`src/rtl/reply_encoder.sv`:
```
// reply_encoder: gathers a run of bytes from one source and sends it to the UART TX
// as a framed reply packet: PREFIX, dest, len, payload, crc.
module reply_encoder #(
  parameter int unsigned N_SRC    = 8,
  parameter logic [7:0]  PREFIX   = 8'hAA,
  parameter int unsigned MAX_LEN  = 255,
  parameter int unsigned IDLE_CYC = 1000
) (
  input  logic             clk,
  input  logic             n_rst,
  input  logic [7:0]       in_data,
  input  logic [N_SRC-1:0] in_valid_bus,
  output logic             in_ready,
  output logic [7:0]       tx_data,
  output logic             tx_valid,
  input  logic             tx_ready,
  output logic             busy
);
  localparam int unsigned SRC_W = (N_SRC > 1) ? $clog2(N_SRC) : 1;
  localparam int unsigned LEN_W = $clog2(MAX_LEN + 1);
  localparam int unsigned IDX_W = (MAX_LEN > 1) ? $clog2(MAX_LEN) : 1;
  localparam int unsigned CNT_W = $clog2(IDLE_CYC);
  localparam logic [LEN_W-1:0] LEN_MAX  = LEN_W'(MAX_LEN);
  localparam logic [CNT_W-1:0] CNT_LAST = CNT_W'(IDLE_CYC - 1);

  typedef enum logic [2:0] {
    IDLE, COLLECT, S_PREFIX, S_DEST, S_LEN, S_DATA, S_CRC
  } state_t;

  state_t           state_q, state_d;
  logic [SRC_W-1:0] src_q, src_d;
  logic [LEN_W-1:0] len_q, len_d;
  logic [LEN_W-1:0] rd_ptr_q, rd_ptr_d;
  logic [7:0]       crc_q, crc_d;
  logic [7:0]       tx_data_q, tx_data_d;
  logic             tx_valid_q, tx_valid_d;
  logic [CNT_W-1:0] idle_cnt_q, idle_cnt_d;
  logic [7:0]       buf_q [MAX_LEN];

  logic [SRC_W-1:0] in_idx;
  logic             any_valid;
  logic             accept;
  logic             xfer;
  logic             wr_en;
  logic             close;
  logic [LEN_W-1:0] len_inc;
  logic [7:0]       rd_byte;

  // Lowest set bit wins; extra bits of a multi-hot strobe are ignored.
  always_comb begin
    in_idx    = '0;
    any_valid = 1'b0;
    for (int unsigned i = 0; i < N_SRC; i++) begin
      if (in_valid_bus[i] && !any_valid) begin
        in_idx    = SRC_W'(i);
        any_valid = 1'b1;
      end
    end
  end

  always_comb begin
    case (state_q)
      IDLE:    in_ready = 1'b1;
      COLLECT: in_ready = (!any_valid || (in_idx == src_q)) && (len_q < LEN_MAX);
      default: in_ready = 1'b0;
    endcase
  end

  assign accept   = any_valid && in_ready;
  assign xfer     = tx_valid_q && tx_ready;
  assign len_inc  = len_q + LEN_W'(1);
  assign rd_byte  = buf_q[rd_ptr_q[IDX_W-1:0]];
  assign busy     = (state_q != IDLE);
  assign tx_data  = tx_data_q;
  assign tx_valid = tx_valid_q;

  always_comb begin
    state_d    = state_q;
    src_d      = src_q;
    len_d      = len_q;
    rd_ptr_d   = rd_ptr_q;
    crc_d      = crc_q;
    tx_data_d  = tx_data_q;
    tx_valid_d = tx_valid_q;
    idle_cnt_d = idle_cnt_q;
    wr_en      = 1'b0;
    close      = 1'b0;
    case (state_q)
      IDLE: begin
        if (accept) begin
          src_d      = in_idx;
          wr_en      = 1'b1;
          len_d      = len_inc;
          crc_d      = in_data;
          idle_cnt_d = '0;
          if (len_inc == LEN_MAX) close = 1'b1;
          else                    state_d = COLLECT;
        end
      end
      COLLECT: begin
        // A byte that fills the buffer closes on the same cycle it is taken.
        if (accept) begin
          wr_en      = 1'b1;
          len_d      = len_inc;
          crc_d      = crc_q + in_data;
          idle_cnt_d = '0;
          close      = (len_inc == LEN_MAX);
        end else if (any_valid || (idle_cnt_q == CNT_LAST)) begin
          close = 1'b1;
        end else begin
          idle_cnt_d = idle_cnt_q + CNT_W'(1);
        end
      end
      S_PREFIX: if (xfer) begin
        tx_data_d = 8'(src_q);
        state_d   = S_DEST;
      end
      S_DEST: if (xfer) begin
        tx_data_d = 8'(len_q);
        state_d   = S_LEN;
      end
      S_LEN: if (xfer) begin
        tx_data_d = rd_byte;
        rd_ptr_d  = rd_ptr_q + LEN_W'(1);
        state_d   = S_DATA;
      end
      S_DATA: if (xfer) begin
        if (rd_ptr_q == len_q) begin
          tx_data_d = crc_q;
          state_d   = S_CRC;
        end else begin
          tx_data_d = rd_byte;
          rd_ptr_d  = rd_ptr_q + LEN_W'(1);
        end
      end
      S_CRC: if (xfer) begin
        tx_valid_d = 1'b0;
        state_d    = IDLE;
        len_d      = '0;
        crc_d      = '0;
        rd_ptr_d   = '0;
        idle_cnt_d = '0;
      end
      default: state_d = IDLE;
    endcase
    if (close) begin
      state_d    = S_PREFIX;
      tx_valid_d = 1'b1;
      tx_data_d  = PREFIX;
    end
  end

  always_ff @(posedge clk or negedge n_rst) begin
    if (!n_rst) begin
      state_q    <= IDLE;
      src_q      <= '0;
      len_q      <= '0;
      rd_ptr_q   <= '0;
      crc_q      <= '0;
      tx_data_q  <= '0;
      tx_valid_q <= 1'b0;
      idle_cnt_q <= '0;
    end else begin
      state_q    <= state_d;
      src_q      <= src_d;
      len_q      <= len_d;
      rd_ptr_q   <= rd_ptr_d;
      crc_q      <= crc_d;
      tx_data_q  <= tx_data_d;
      tx_valid_q <= tx_valid_d;
      idle_cnt_q <= idle_cnt_d;
    end
  end

  always_ff @(posedge clk) begin
    if (wr_en) buf_q[len_q[IDX_W-1:0]] <= in_data;
  end

endmodule

```
`config.mk`:
```
export PLATFORM = sky130hd
export DESIGN_NAME = reply_encoder
export DESIGN_NICKNAME = d
export VERILOG_FILES = /design/src/rtl/reply_encoder.sv
export SDC_FILE = /design/constraint.sdc
export NUM_CORES = 2
export LEC_CHECK = 0
export BUFFER_PORTS_ARGS = -buffer_cell sky130_fd_sc_hd__buf_4
export CAP_MARGIN = 20
export CORE_MARGIN = 2
export CORE_UTILIZATION = 40
export CTS_CLUSTER_DIAMETER = 100
export DETAILED_ROUTE_END_ITERATION = 8
export GPL_ROUTABILITY_DRIVEN = 0
export PLACE_DENSITY_LB_ADDON = 0.12
export SYNTH_ARGS = -nofsm -noshare
export SYNTH_HDL_FRONTEND = slang
export SYNTH_SLANG_ARGS = --single-unit
```
`constraint.sdc`:
```
create_clock -name clk -period 3.2 [get_ports clk]
set_clock_uncertainty 0.05 [all_clocks]
set_input_delay 0 -clock clk [delete_from_list [all_inputs] [get_ports clk]]
set_output_delay 0 -clock clk [all_outputs]
set_load 0.005 [all_outputs]
```
==> Word-level counts from Yosys, hierarchy flattened <==
Memories as Yosys holds them, arrays and structs flattened.
Index checks and enable logic that the tools add are counted.
Widths: inputs -> output; s select.
{ "word_totals": {"n_memories": 1, "word_cells": 138, "in_bits": 19, "ram_bits": 2040, "regBits": 49} }
{ "classes": {"n_reduce_logical": 37, "muxes": 60, "n_eq_ne": 27, "n_addsub": 4, "n_lt_le_gt_ge": 1} }
{ "memory_table": {"columns": ["name", "words", "width", "read_ports", "rd_ports_with_merged_regs", "write_ports", "line_no", "rtl"], "rows": [
  ["buf_q", 255, 8, 1, 0, 1, "38", "logic [7:0] buf_q [MAX_LEN];"]
]} }
{ "ops": {"columns": ["cell", "count"], "rows": [
  ["$mux 8", 13],
  ["$pmux 8 s3", 2],
  ["$mux 3", 14],
  ["$mux 10", 4],
  ["$pmux 8 s4", 1],
  ["$pmux 10 s3", 1],
  ["$ne 3x3->1 const B", 9],
  ["$pmux 3 s7", 1],
  ["$mux 1", 20],
  ["$add 8x1->8 const B", 2],
  ["$pmux 8 s2", 1],
  ["$ne 2x2->1 const B", 7],
  ["$add 10x1->10 const B", 1],
  ["$eq 10x10->1 const B", 1],
  ["$logic_and 1x1->1", 10],
  ["$reduce_and 5->1", 2],
  ["$eq 3x3->1 const B", 3],
  ["$reduce_and 9->1", 1],
  ["$reduce_bool 3->1", 3],
  ["$add 8x8->8", 1],
  ["$eq 8x8->1", 1],
  ["$eq 8x8->1 const B", 1],
  ["$logic_not 1->1", 8],
  ["$lt 8x8->1 const B", 1],
  ["14 further kinds", 21]
]} }

==> Logic depth before layout (Yosys ltp) <==
{ "depth": {"word_depth": 31, "ltp_mapped": 15, "mapped_depth_nobuf": 9} }

==> Worst setup path before layout <==
Ideal clock, no wire load.
{ "synth_timing": {"kind": "register -> register", "start": "register len_q[0]", "end": "memory buf_q[160][0] (enable)", "t_arrival_ps": 2767, "path_stages_with_launch": 13, "setup_ps": 370, "n_path_buf": 3, "path_slack_ps": 13, "cell_sequence": "dfrtp_1 > ha_1 > clkbuf_1 > nand3_1 > nor2b_1 > nand3_1 > inv_1 > o31a_1 > nor2_1 > clkbuf_1 > nand4b_1 > buf_2 > nor2_1"} }
{ "synth_between": {"elab_chain_cells": 8} }
{ "synth_rtl": {"columns": ["element", "line_no", "rtl"], "rows": [
  ["from (decl)", "32", "logic [LEN_W-1:0] len_q, len_d;"],
  ["from (signal assigned)", "166", "len_q <= len_d;"],
  ["$lt 8x8->1", "64", "COLLECT: in_ready = (!any_valid || (in_idx == src_q)) && (len_q < LEN_MAX);"],
  ["$logic_and 1x1->1", "64", null],
  ["$pmux 1 s2", "62", "case (state_q)"],
  ["$logic_and 1x1->1", "69", "assign accept = any_valid && in_ready;"],
  ["$mux 1", "90, 102", null],
  ["$mux 1", null, null],
  ["$mux 1", "176", "if (wr_en) buf_q[len_q[IDX_W-1:0]] <= in_data;"],
  ["$mux 1 (not written as such)", "176", null],
  ["to (decl)", "38", null]
]} }
Several ways; a longest one is shown, not always the timed one.

==> Worst setup path after layout <==
{ "layout_timing": {"start": "register rd_ptr_q[0]", "end": "register tx_data_q[3] (netlist: tx_data[3])"} }
{ "layout_between": {"elab_chain_cells": 5, "elab_cells_between_ends": 7} }
{ "layout_rtl": {"columns": ["element", "line_no", "rtl"], "rows": [
  ["from (decl)", "33", "logic [LEN_W-1:0] rd_ptr_q, rd_ptr_d;"],
  ["from (signal assigned)", "167", "rd_ptr_q <= rd_ptr_d;"],
  ["$mem_v2 255x8 or $eq 8x8->1 (tied branches)", null, null],
  ["$mux 8", "128", "if (rd_ptr_q == len_q) begin"],
  ["$mux 8", "127", "S_DATA: if (xfer) begin"],
  ["$pmux 8 s4 (*)", "88", "case (state_q)"],
  ["$mux 8 (*)", "146", "if (close) begin"],
  ["to (signal assigned)", "169", "tx_data_q <= tx_data_d;"],
  ["to (decl)", "35", "logic [7:0] tx_data_q, tx_data_d;"]
]} }
Every way passes the cells marked *; elsewhere a longest branch is shown, timed or not. The select of a mux whose other input is x is not followed.
A chain may end at the register's enable or synchronous reset.

==> impl_summary.log <==
[metrics] critical path endpoint category: register
[metrics] post-route setup slack: -240 ps
[metrics] maximum number of pins on one net before global-route repair: 164
[metrics] antenna violations before repair: 14
[metrics] number of warning messages in the yosys log: 0
[metrics] number of enable-type register cells in the synthesized netlist: 2040
[metrics] Crit path max-delay family: simple AND/OR/NAND/NOR gates
[metrics] ratio of routed vias to standard cells: 5.74
[metrics] Post-Syn Nets: 4174
[metrics] final non-filler cell total: 7926
[metrics] crit path max fanout: 8
[metrics] final net count: 5090
[metrics] syn avg cell area: 19.9 sq um
[metrics] critical register-to-register path endpoint: tx_data[3]
[metrics] DRC violation count after routing: 0
[metrics] GRT Residual Overflow: 0
[metrics] start of the worst register-to-register path: rd_ptr_q[0]
[metrics] number of fillers in the final layout: 16800
[metrics] CTS buffer count: 216
[metrics] Detailed Route WL: 254 mm
[metrics] Crit path arrival time: 4150 ps
[metrics] total of endpoints with negative setup slack in the final report: 7
[metrics] WHS Endpoint: buf_q[52][5]
[metrics] via count of the first global-routing pass: 45400
[metrics] H-Tree Level Count: 4
[metrics] post-synth cell types: 70
[metrics] Worst Max-Slew Pin Slew: 1210 ps
[metrics] Die H: 458 um
[metrics] number of instances in the synthesized netlist: 4141
[metrics] crit start category: register
[metrics] Peak supply drop: 644 uV
[metrics] clock latency at the later pin of the worst-skew pair: 860 ps
[metrics] Tmin final: 3440 ps
[metrics] Worst R2R Path Depth: 13
[metrics] RSZ-0062 raised after global routing: yes
[metrics] detail-routed net length per standard cell: 32.0 um
[metrics] power per unit of standard cell area: 773 mW/mm^2
[metrics] launch point of the worst hold path: in_data[5]
[metrics] starting utilization of the core area: 40.3%
[metrics] number of storage elements in the synthesis netlist: 2089
[metrics] Core Region: 0.205 sq mm
[metrics] first-pass GRT wire length: 358 mm
[metrics] clock root buffer master: clkbuf_16
[metrics] CTS tree: yes
[metrics] routed via count: 45500
[metrics] worst slack on hold paths: 58.8 ps
[metrics] DIE AREA: 0.210 sq mm
[metrics] type of the most critical hold path: input pin to register
[metrics] accumulated negative setup slack: -743 ps
[metrics] worst path buffer plus inverter count: 6
[metrics] Req. time, crit path: 3910 ps
[metrics] leakage dissipation: 32.6 nW
[metrics] area used by multi-input combinational logic: 0.0192 sq mm
[metrics] total iterations of the first detailed-routing run: 5
[metrics] First DRT Iteration DRCs: 5357
[metrics] Register-to-Register Setup Slack: -240 ps
[metrics] Fmax: 291 MHz
[metrics] final number of hold-violating endpoints: 0
[metrics] maximum root-to-sink buffer count: 3
[metrics] Crit Path Class: register to register
[metrics] area of the mapped netlist: 0.0826 sq mm
[metrics] # port buffers: 29
[metrics] largest area contributor in the netlist: edfxtp_1
[metrics] result of the run: complete, but fails checks
[metrics] max-slew violation count: 0
[metrics] proportion of register bits with asynchronous set or reset after synthesis: 2.35%
[metrics] Area growth, synth to finish: 21.7%
[metrics] area used by sequential logic in the layout: 0.0625 sq mm
[metrics] max_slew headroom: 19.4%
[metrics] share of layout cells above drive strength 1: 34.6%
[metrics] post-synth top area share: 74.2%
[metrics] most instantiated library cell after synthesis: edfxtp_1
[metrics] Final period util: 107%
[metrics] overall routing resource usage: 24.2%
[metrics] total instance count after detailed placement: 7429
[metrics] slowest cell on the critical path: dfrtp_4
[metrics] peak per-stage delay on the critical path: 510 ps
[metrics] floorplan row count: 166
[metrics] Primary FF master, synth: edfxtp_1
[metrics] part of the Yosys area used for sequential elements: 75.7%
[metrics] violations in the final reports: negative setup slack
[metrics] HPWL after DPL: 163 mm
[metrics] cell depth of the worst hold path: 2
[metrics] number of clock sinks: 2089
[metrics] most area-consuming cells after synthesis: edfxtp_1 74%, mux4_2 12%, mux2i_1 2.0%, nor2_1 1.5%, dfrtp_1 1.5%
[metrics] total I/O pin count: 30
[metrics] DIE WIDTH: 458 um
[metrics] max cap viols: 0
[metrics] Top cell by count, worst path: buf_4
[metrics] most instantiated cells after synthesis: 2040 x edfxtp_1, 456 x mux4_2, 335 x nor2_1, 167 x mux2i_1, 117 x nand2_1
[metrics] final core area utilization: 49.0%
[metrics] ANT nets after route: 0
[metrics] critical path cell sequence: buf_12 > buf_16 > buf_16 > buf_4 > buf_4 > mux2i_1 > o221ai_1 > a21oi_1 > nor3_1 > nor3_2 > buf_4 > nor3_2 > or4_1
[metrics] clock edge transition at the registers on the reported setup and hold paths: 70 ps
## cell type report
type                       instances  area share, %
clock inverter                   125           1.04
inverter                          12         0.0523
multi-input combinational       1786           19.1
antenna                            1        0.00249
timing repair buffer             952           8.63
clock buffer                     273           5.63
tap                             2688           3.34
sequential                      2089           62.2
## cell families (layout without fill, tap and decap cells)
family | count (synthesis) | count (layout) | synth area share, %
xor+xnor | 25 | 25 | 0.265
buf+inv | 266 | 1362 | 1.91
compound gates | 481 | 481 | 3.99
mux | 634 | 634 | 14.6
simple gates | 632 | 632 | 3.34
other cells | 0 | 1 | 0
fa+ha+maj | 14 | 14 | 0.221
flops | 2089 | 2089 | 75.7
## flip-flops by register name, summed over array words and instances, names as in the netlist
register    count
buf_q        2040
idle_cnt_q     10
crc_q           8
len_q           8
rd_ptr_q        8
tx_data         8
src_q           3
state_q         3
tx_valid        1
## what timing repair did
item / in CTS / in global routing
cloned: 8 / 2
hold buffers: 29 / 0
setup buffers: 32 / 30
resized for setup: 121 / 74
endpoints found under the setup margin: 8 / 48
endpoints found under the hold margin: 1961 / 0
pin swaps: 13 / 21
## layer usage
layer  track usage, %  vias to the layer above  share of wire [%]  routed length (um)
met5                0                        -                  0                   0
met4             6.57                        0                2.8                7070
met3             3.84                      333                6.8               17300
met2             37.7                     1734                 46              118000
met1             35.4                    24400                 44              112000
li1                 -                    19000                  -                   -
## layout by cell type, fill, tap and decap left out, types with 43 or more instances in the layout
| cell | n |
|---|---|
| edfxtp_1 | 2040 |
| buf_4 | 794 |
| mux4_2 | 456 |
| nor2_1 | 327 |
| clkbuf_16 | 219 |
| mux2i_1 | 160 |
| nand2_1 | 103 |
| a21oi_1 | 93 |
| o21ai_0 | 71 |
| buf_12 | 67 |
| clkinv_1 | 58 |
| clkbuf_1 | 55 |
| o221ai_1 | 51 |
| a22oi_1 | 43 |
## report_power, final
part           total, mW  internal, mW  switching (mW)  leakage [nW]
Combinational       22.7          9.67            13.1          10.4
Sequential          30.9          30.4           0.436          18.9
Clock               24.2          13.5            10.6          3.26
## worst max path at each step
stage	start	endpoint	slack, ps	cells past startpoint
after global placement	rd_ptr_q[0]	tx_data[3]	-800	11
final	rd_ptr_q[0]	tx_data[3]	-240	13
after CTS	rd_ptr_q[0]	tx_data[3]	-250	11
after detailed placement	rd_ptr_q[0]	tx_data[3]	-760	11
after floorplan	len_q[0]	buf_q[160][0]	10	12
after global routing	rd_ptr_q[0]	tx_data[3]	-280	11
## metrics by stage
step	total power [mW]	instance area [sq um]	worst slack [ps]
2_1_floorplan	41.7	82600	13.1
3_3_place_gp	52.5	91800	-800
3_5_place_dp	52.5	91800	-764
4_1_cts	77.8	100000	-247
5_1_grt	80.2	101000	-278
6_report	77.8	101000	-240
Power figures use the tool's default switching activity.
